### src/rtl/simmem_bank_sched.sv
// Single-bank DRAM access scheduler: round-robin W/R arbitration, open-page row
// buffer model and a busy down-counter that pulses the finished iid back.
package simmem_pkg;
  localparam int AxAddrWidth    = 19;
  localparam int RowBufLenW     = 10;
  localparam int WRspBankAddrW  = 4;
  localparam int RDataBankAddrW = 4;
  localparam int RowHitCost     = 4;
  localparam int PrechargeCost  = 2;
  localparam int ActivationCost = 1;

  typedef enum logic {
    WRSP_BANK  = 1'b0,
    RDATA_BANK = 1'b1
  } rsp_bank_type_e;
endpackage

// state | meaning
// IDLE  | no access in service, bank free
// SERVE | access being timed; cnt_q counts cost-1 down to 0, done fires at 0
module simmem_bank_sched
  import simmem_pkg::*;
#(
  parameter int RowHitCost     = simmem_pkg::RowHitCost,
  parameter int PrechargeCost  = simmem_pkg::PrechargeCost,
  parameter int ActivationCost = simmem_pkg::ActivationCost,
  parameter int CntW           = $clog2(RowHitCost + PrechargeCost + ActivationCost)
) (
  input  logic                      clk_i,
  input  logic                      rst_ni,
  input  logic                      w_valid_i,
  output logic                      w_ready_o,
  input  logic [AxAddrWidth-1:0]    w_addr_i,
  input  logic [WRspBankAddrW-1:0]  w_iid_i,
  input  logic                      r_valid_i,
  output logic                      r_ready_o,
  input  logic [AxAddrWidth-1:0]    r_addr_i,
  input  logic [RDataBankAddrW-1:0] r_iid_i,
  output logic                      w_done_o,
  output logic [WRspBankAddrW-1:0]  w_done_iid_o,
  output logic                      r_done_o,
  output logic [RDataBankAddrW-1:0] r_done_iid_o,
  output logic                      busy_o
);
  localparam int RowIdW = AxAddrWidth - RowBufLenW;
  localparam int IidW   = (WRspBankAddrW > RDataBankAddrW) ? WRspBankAddrW : RDataBankAddrW;
  localparam logic [CntW:0] HitC = (CntW+1)'(RowHitCost);
  localparam logic [CntW:0] ActC = (CntW+1)'(ActivationCost);
  localparam logic [CntW:0] PreC = (CntW+1)'(PrechargeCost);

  typedef enum logic {IDLE, SERVE} state_e;

  state_e              state_q;
  logic                open_q;
  logic [RowIdW-1:0]   row_q;
  logic [CntW-1:0]     cnt_q;
  rsp_bank_type_e      kind_q;
  logic [IidW-1:0]     iid_q;
  rsp_bank_type_e      prio_q;

  logic                serve_end, free, grant_w, grant_r, hs;
  logic [RowIdW-1:0]   w_row, r_row, g_row;
  logic [CntW:0]       cost, cost_m1;
  logic [CntW-1:0]     cnt_load;

  assign w_row = w_addr_i[AxAddrWidth-1:RowBufLenW];
  assign r_row = r_addr_i[AxAddrWidth-1:RowBufLenW];

  assign serve_end = (state_q == SERVE) && (cnt_q == '0);
  assign free      = (state_q == IDLE) || serve_end;

  assign grant_w = free && w_valid_i && (!r_valid_i || prio_q == WRSP_BANK);
  assign grant_r = free && r_valid_i && (!w_valid_i || prio_q == RDATA_BANK);
  assign hs      = grant_w || grant_r;
  assign g_row   = grant_w ? w_row : r_row;

  assign w_ready_o = grant_w;
  assign r_ready_o = grant_r;

  always_comb begin
    cost = HitC;
    if (!open_q)             cost = ActC + HitC;
    else if (g_row != row_q) cost = PreC + ActC + HitC;
  end

  // cost is formed one bit wider, then the counter keeps only cost-1
  assign cost_m1  = cost - (CntW+1)'(1);
  assign cnt_load = cost_m1[CntW-1:0];

  assign w_done_o     = serve_end && (kind_q == WRSP_BANK);
  assign r_done_o     = serve_end && (kind_q == RDATA_BANK);
  assign w_done_iid_o = w_done_o ? iid_q[WRspBankAddrW-1:0] : '0;
  assign r_done_iid_o = r_done_o ? iid_q[RDataBankAddrW-1:0] : '0;
  assign busy_o       = (state_q == SERVE);

  always_ff @(posedge clk_i or negedge rst_ni) begin
    if (!rst_ni) begin
      state_q <= IDLE;
      open_q  <= 1'b0;
      row_q   <= '0;
      cnt_q   <= '0;
      kind_q  <= WRSP_BANK;
      iid_q   <= '0;
      prio_q  <= WRSP_BANK;
    end else if (hs) begin
      state_q <= SERVE;
      open_q  <= 1'b1;
      row_q   <= g_row;
      cnt_q   <= cnt_load;
      kind_q  <= grant_w ? WRSP_BANK : RDATA_BANK;
      iid_q   <= grant_w ? IidW'(w_iid_i) : IidW'(r_iid_i);
      prio_q  <= grant_w ? RDATA_BANK : WRSP_BANK;
    end else if (state_q == SERVE) begin
      if (cnt_q != '0) cnt_q <= cnt_q - CntW'(1);
      else             state_q <= IDLE;
    end
  end

  logic unused_bits;
  assign unused_bits = ^{w_addr_i[RowBufLenW-1:0], r_addr_i[RowBufLenW-1:0], cost_m1[CntW]};
endmodule

### config.mk
export PLATFORM = sky130hd
export DESIGN_NAME = simmem_bank_sched
export DESIGN_NICKNAME = d
export VERILOG_FILES = /design/src/rtl/simmem_bank_sched.sv
export SDC_FILE = /design/constraint.sdc
export NUM_CORES = 1
export LEC_CHECK = 0
export BUFFER_PORTS_ARGS = -buffer_cell sky130_fd_sc_hd__buf_4
export CORE_UTILIZATION = 45
export DETAILED_ROUTE_END_ITERATION = 8
export PLACE_DENSITY = 0.89
export SYNTH_ARGS = -nofsm -noshare
export SYNTH_HDL_FRONTEND = slang
export SYNTH_SLANG_ARGS = --single-unit
### constraint.sdc
create_clock -name clk_i -period 2.61 [get_ports clk_i]
set_input_delay 0.522 -clock clk_i [delete_from_list [all_inputs] [get_ports clk_i]]
set_output_delay 0.522 -clock clk_i [all_outputs]
set_load 0.01 [all_outputs]
# Yosys cells after proc, flatten, opt, wreduce, memory -nomap -nowiden
# Cells that the tools add are included.
[classes]
add_sub_neg = 2
multipliers = 0
n_div = 0
magnitude_cmp = 0
n_eq_ne = 1
shift = 0
n_mux = 14
bitwise = 3
n_reduce_logical = 18
[op_table]
columns = ["operator", "count"]
rows = [
  ["$mux W4", 3],
  ["$mux W3", 3],
  ["$mux W9", 1],
  ["$ne A9 B9 Y1", 1],
  ["$logic_and A1 B1 Y1", 7],
  ["$sub A3 B1 Y3 const B", 2],
  ["$mux W1", 5],
  ["$logic_or A1 B1 Y1", 4],
  ["$mux W2", 2],
  ["$reduce_bool A2 Y1", 2],
  ["$logic_not A3 Y1", 1],
  ["$not A1 Y1", 3],
  ["$reduce_bool A3 Y1", 1],
  ["$logic_not A1 Y1", 2],
  ["$reduce_and A2 Y1", 1],
]
[word_totals]
regBits = 20
latch_bits = 0
ramBits = 0
rom_bits = 0
inputBits = 50
output_inout_bits = 13
word_cells = 45
memories = 0

# Depth between registers and ports, before layout
[depth]
word_depth = 11
ltp_mapped = 11
mapped_depth_nobuf = 10

# Worst setup path after synthesis
# No wires, ideal clock.
[synth_timing]
path_type = "input to register"
start = "in w_valid_i"
end = "reg cnt_q[2]"
setup_ns = 0.126
arrival_time_ns = 2.322
t_required_ns = 2.484
path_slack_ns = 0.162
path_stages = 10
path_cell_list = "a21boi_1 -> buf_2 -> and3_1 -> or3_1 -> a211oi_2 -> nand4_1 -> o22ai_1 -> ha_1 -> nand2_1 -> a221o_1"
[synth_between]
elab_chain_cells = 8
word_cells_on_any_way = 15
[synth_lines]
columns = ["element", "line_no", "rtl"]
rows = [
  ["from (decl)", "31", "input logic w_valid_i,"],
  ["$logic_and A1 B1 Y1 (2 in series)", "72", "assign grant_w = free && w_valid_i && (!r_valid_i || prio_q == WRSP_BANK);"],
  ["$mux W9", "75", "assign g_row = grant_w ? w_row : r_row;"],
  ["$ne A9 B9 Y1", "83", "else if (g_row != row_q) cost = PreC + ActC + HitC;"],
  ["$mux W2", "83", ""],
  ["$mux W2", "82", "if (!open_q) cost = ActC + HitC;"],
  ["$sub A3 B1 Y3", "87", "assign cost_m1 = cost - (CntW+1)'(1);"],
  ["$mux W3", "105", "end else if (hs) begin"],
  ["to (signal assigned)", "109", "cnt_q <= cnt_load;"],
  ["to (signal assigned)", "114", "if (cnt_q != '0) cnt_q <= cnt_q - CntW'(1);"],
  ["to (decl)", "56", "logic [CntW-1:0] cnt_q;"],
]
# Several ways; a longest one is shown, not always the timed one.
# A chain may end at the register's enable or synchronous reset.

# Worst setup path after layout
[layout_timing]
start = "reg cnt_q[0]"
end = "reg cnt_q[2]"
[layout_between]
elab_chain_cells = 11
word_cells_on_any_way = 21
[layout_lines]
columns = ["element", "line_no", "rtl"]
rows = [
  ["$logic_not A3 Y1", "69", "assign serve_end = (state_q == SERVE) && (cnt_q == '0);"],
  ["$logic_and A1 B1 Y1", "69", ""],
  ["$logic_or A1 B1 Y1", "70", "assign free = (state_q == IDLE) || serve_end;"],
  ["$logic_and A1 B1 Y1 (2 in series)", "72", ""],
  ["$mux W9", "75", ""],
  ["$ne A9 B9 Y1", "83", ""],
  ["$mux W2", "83", ""],
  ["$mux W2", "82", ""],
  ["$sub A3 B1 Y3", "87", ""],
  ["$mux W3", "105", ""],
]
# Several ways; a longest one is shown, not always the timed one. The select of a mux whose other input is x is not followed.

==> summary.md <==
| Metric | Value |
|---|---|
| Setup TNS | 0 ns |
| RSZ-0062 raised after global routing | true |
| GR Util met2 | 42.9% |
| Hold slack | 0.0593 ns |
| Adder-Cell Fraction of Synth Area | 1.01% |
| Peak VDD IR | 601 µV |
| Req. time, crit path | 2.81 ns |
| Fraction of synthesized cell area in xor and xnor cells | 2.83% |
| Post-layout min period | 2.58 ns |
| Die Height | 54.5 µm |
| Placer Congestion | 0.833 |
| Syn nets | 187 |
| Fin cells | 228 |
| H-tree levels | 1 |
| Tcrit/Tclk final | 98.7% |
| DP HPWL | 2360 µm |
| Power Density | 950 nW/µm² |
| Slew @ Worst Pin | 0.300 ns |
| Mapped cell area | 1240 µm² |
| Share of layout cells above drive strength 1 | 40.9% |
| FF/Latch Area | 503 µm² |
| HP Class | in -> async |
| Most frequent cells in the layout | buf_4 (60), dfrtp_1 (18), nand2_1 (16) |
| Routed Antenna Nets | 0 |
| Yosys cell types | 36 |
| Hold Fails Final Rpt | 0 |
| Multi-input combinational cell area | 752 µm² |
| Layout filler cell count | 182 |
| Leakage | 0.913 nW |
| Antenna diodes | 0 |
| Core Area | 2540 µm² |
| DR WL/cell | 14.6 µm |
| Worst skew pair latency | 0.31 ns |
| # DRC | 0 |
| Simple-gate area share of the yosys netlist | 21.4% |
| Starting Density | 48.7% |
| Critical path startpoint category | flip-flop |
| Register area share after synthesis | 40.4% |
| Async set or reset register ratio after synthesis | 100% |
| Max clock buf depth | 2 |
| Placed instance count | 219 |
| GR Util met1 | 27.8% |
| Fin. max-slew vios | 0 |
| Overall die width | 54.5 µm |
| Via Count | 1301 |
| GR peak layer | met2 |
| Total CTS buffers | 3 |
| Initial DRC Count | 23 |
| CP arrival | 2.78 ns |
| DR pass1 iterations | 4 |
| Cells after Synth | 136 |
| Post-layout util | 71.1% |
| CTS Hold Bufs | 0 |
| Synth Warn # | 0 |
| Status | finished, final reports clean |
| CTS tree | done |
| Placement row count | 18 |
| Initial antenna violation count | 0 |
| Die area | 2970 µm² |
| Clock sink count | 20 |
| Mux cell area share after synthesis | 10.5% |
| Clock root buffer | clkbuf_4 |
| Commonest non-fill, non-tap cell in the layout | buf_4 |
| DR vias/cell | 5.71 |
| Clk slew on worst S/H paths | 0.12 ns |
| Vias in the first global route | 1136 |
| CP max FO | 6 |
| Max Clk Rate | 0.388 GHz |
| Synth Area in Compound Gates | 21.2% |
| First-pass GRT wire length | 4910 µm |
| Register bit total from synthesis | 20 |
| Worst setup EP type | flip-flop |
| Nets | 250 |
| Largest family of logic cells by synthesized area | simple AND/OR/NAND/NOR gates |
| Slew margin rel. | 80.0% |
| Met3 usage | 2.78% |
| Largest net degree at the start of global routing | 21 |
| Drt total wl | 3320 µm |
| Worst setup path class | reg -> reg |
| Post-synth top flop | dfrtp_1 |
| Max_cap viols | 0 |
| # port buffers | 42 |
| Area delta synth->final | 46.1% |
| I/O pin cnt | 63 |
| EDFF count, synth | 0 |
| Max Clock Skew | 0.00702 ns |
| Final setup fails | 0 |
| Mean area per synthesized cell | 9.11 µm² |
| GRT overflow | 0 |
| Gr usage total | 23.2% |
worst max-delay path, cell delays in order (launching register included):
cell,delay (ns)
dfrtp_1,0.49
o31a_1,0.38
o21ai_2,0.21
a21oi_1,0.13
nor4_4,0.30
nand4_1,0.20
o21ai_1,0.19
ha_2,0.21
nand2_1,0.05
a221o_1,0.28
final cells by class:
class / instances / area share, %
Clock buffer: 4 / 2.01
Inverter: 2 / 0.415
Multi-Input combinational cell: 110 / 41.6
Sequential cell: 20 / 27.8
Tap cell: 30 / 2.07
Timing Repair Buffer: 62 / 26.1
cells by family after synthesis:
logic type	Yosys count
mux	13
flops	20
buf+inv	6
fa+ha+maj	1
simple gates	53
compound gates	39
xor+xnor	4
path summary, 6_finish.rpt:
kind / depth (start not counted) / slack [ns] / from / end
min reg2reg: 1 / 0.53 / kind_q / kind_q
max reg2reg: 9 / 0.03 / cnt_q[0] / cnt_q[2]
max in group asynchronous: 1 / 2.32 / rst_ni / cnt_q[1]
min: 1 / 0.06 / rst_ni / prio_q
min in group clk_i: 3 / 0.41 / w_iid_i[1] / iid_q[1]
max: 9 / 0.03 / cnt_q[0] / cnt_q[2]
power breakdown:
| group | total (mW) | switching [mW] | internal [mW] |
|---|---|---|---|
| Sequential | 0.594 | 0.136 | 0.458 |
| Clock | 0.186 | 0.101 | 0.0853 |
| Combinational | 0.939 | 0.453 | 0.486 |
timing repair:
item | 4_1_cts | 5_1_grt
resized for setup | 0 | 15
setup buffers | 0 | 5
setup endpoints to repair | 0 | 1
metal layers:
| metal | routed length, µm | up-vias | part of all wire [%] |
|---|---|---|---|
| met5 | 0 | - | 0 |
| met4 | 28 | 0 | 0.84 |
| met3 | 202 | 4 | 6.1 |
| met2 | 1720 | 59 | 52 |
| met1 | 1370 | 621 | 41 |
| li1 | - | 617 | - |
Yosys cell counts, drive strengths merged, types with 3 or more instances:
cell / instances / area share (%)
buf: 4 / 2.0
dfrtp: 20 / 40
o21bai: 3 / 1.8
nand3: 6 / 2.4
and2: 8 / 4.0
a21boi: 4 / 2.7
a21oi: 4 / 1.6
and3: 7 / 3.5
mux2i: 13 / 11
or3: 3 / 1.5
nor2: 7 / 2.1
o21ai: 18 / 7.3
nand2: 16 / 4.8
per-stage QoR:
step	total power, mW	setup WS, ns	cell area [µm²]
final	1.72	0.0334	1810
after global routing	1.83	-0.0615	1810
after CTS	1.57	0.0200	1720
after detailed placement	1.38	-0.0816	1680
after global placement	1.33	-0.0595	1680
after floorplan	1.09	0.162	1240
registers in the layout, summed over array words and instances (netlist names):
name / cells
iid_q: 4
busy_o: 1
kind_q: 1
cnt_q: 3
prio_q: 1
open_q: 1
row_q: 9
Note: power is estimated with default switching activity, not from simulation.
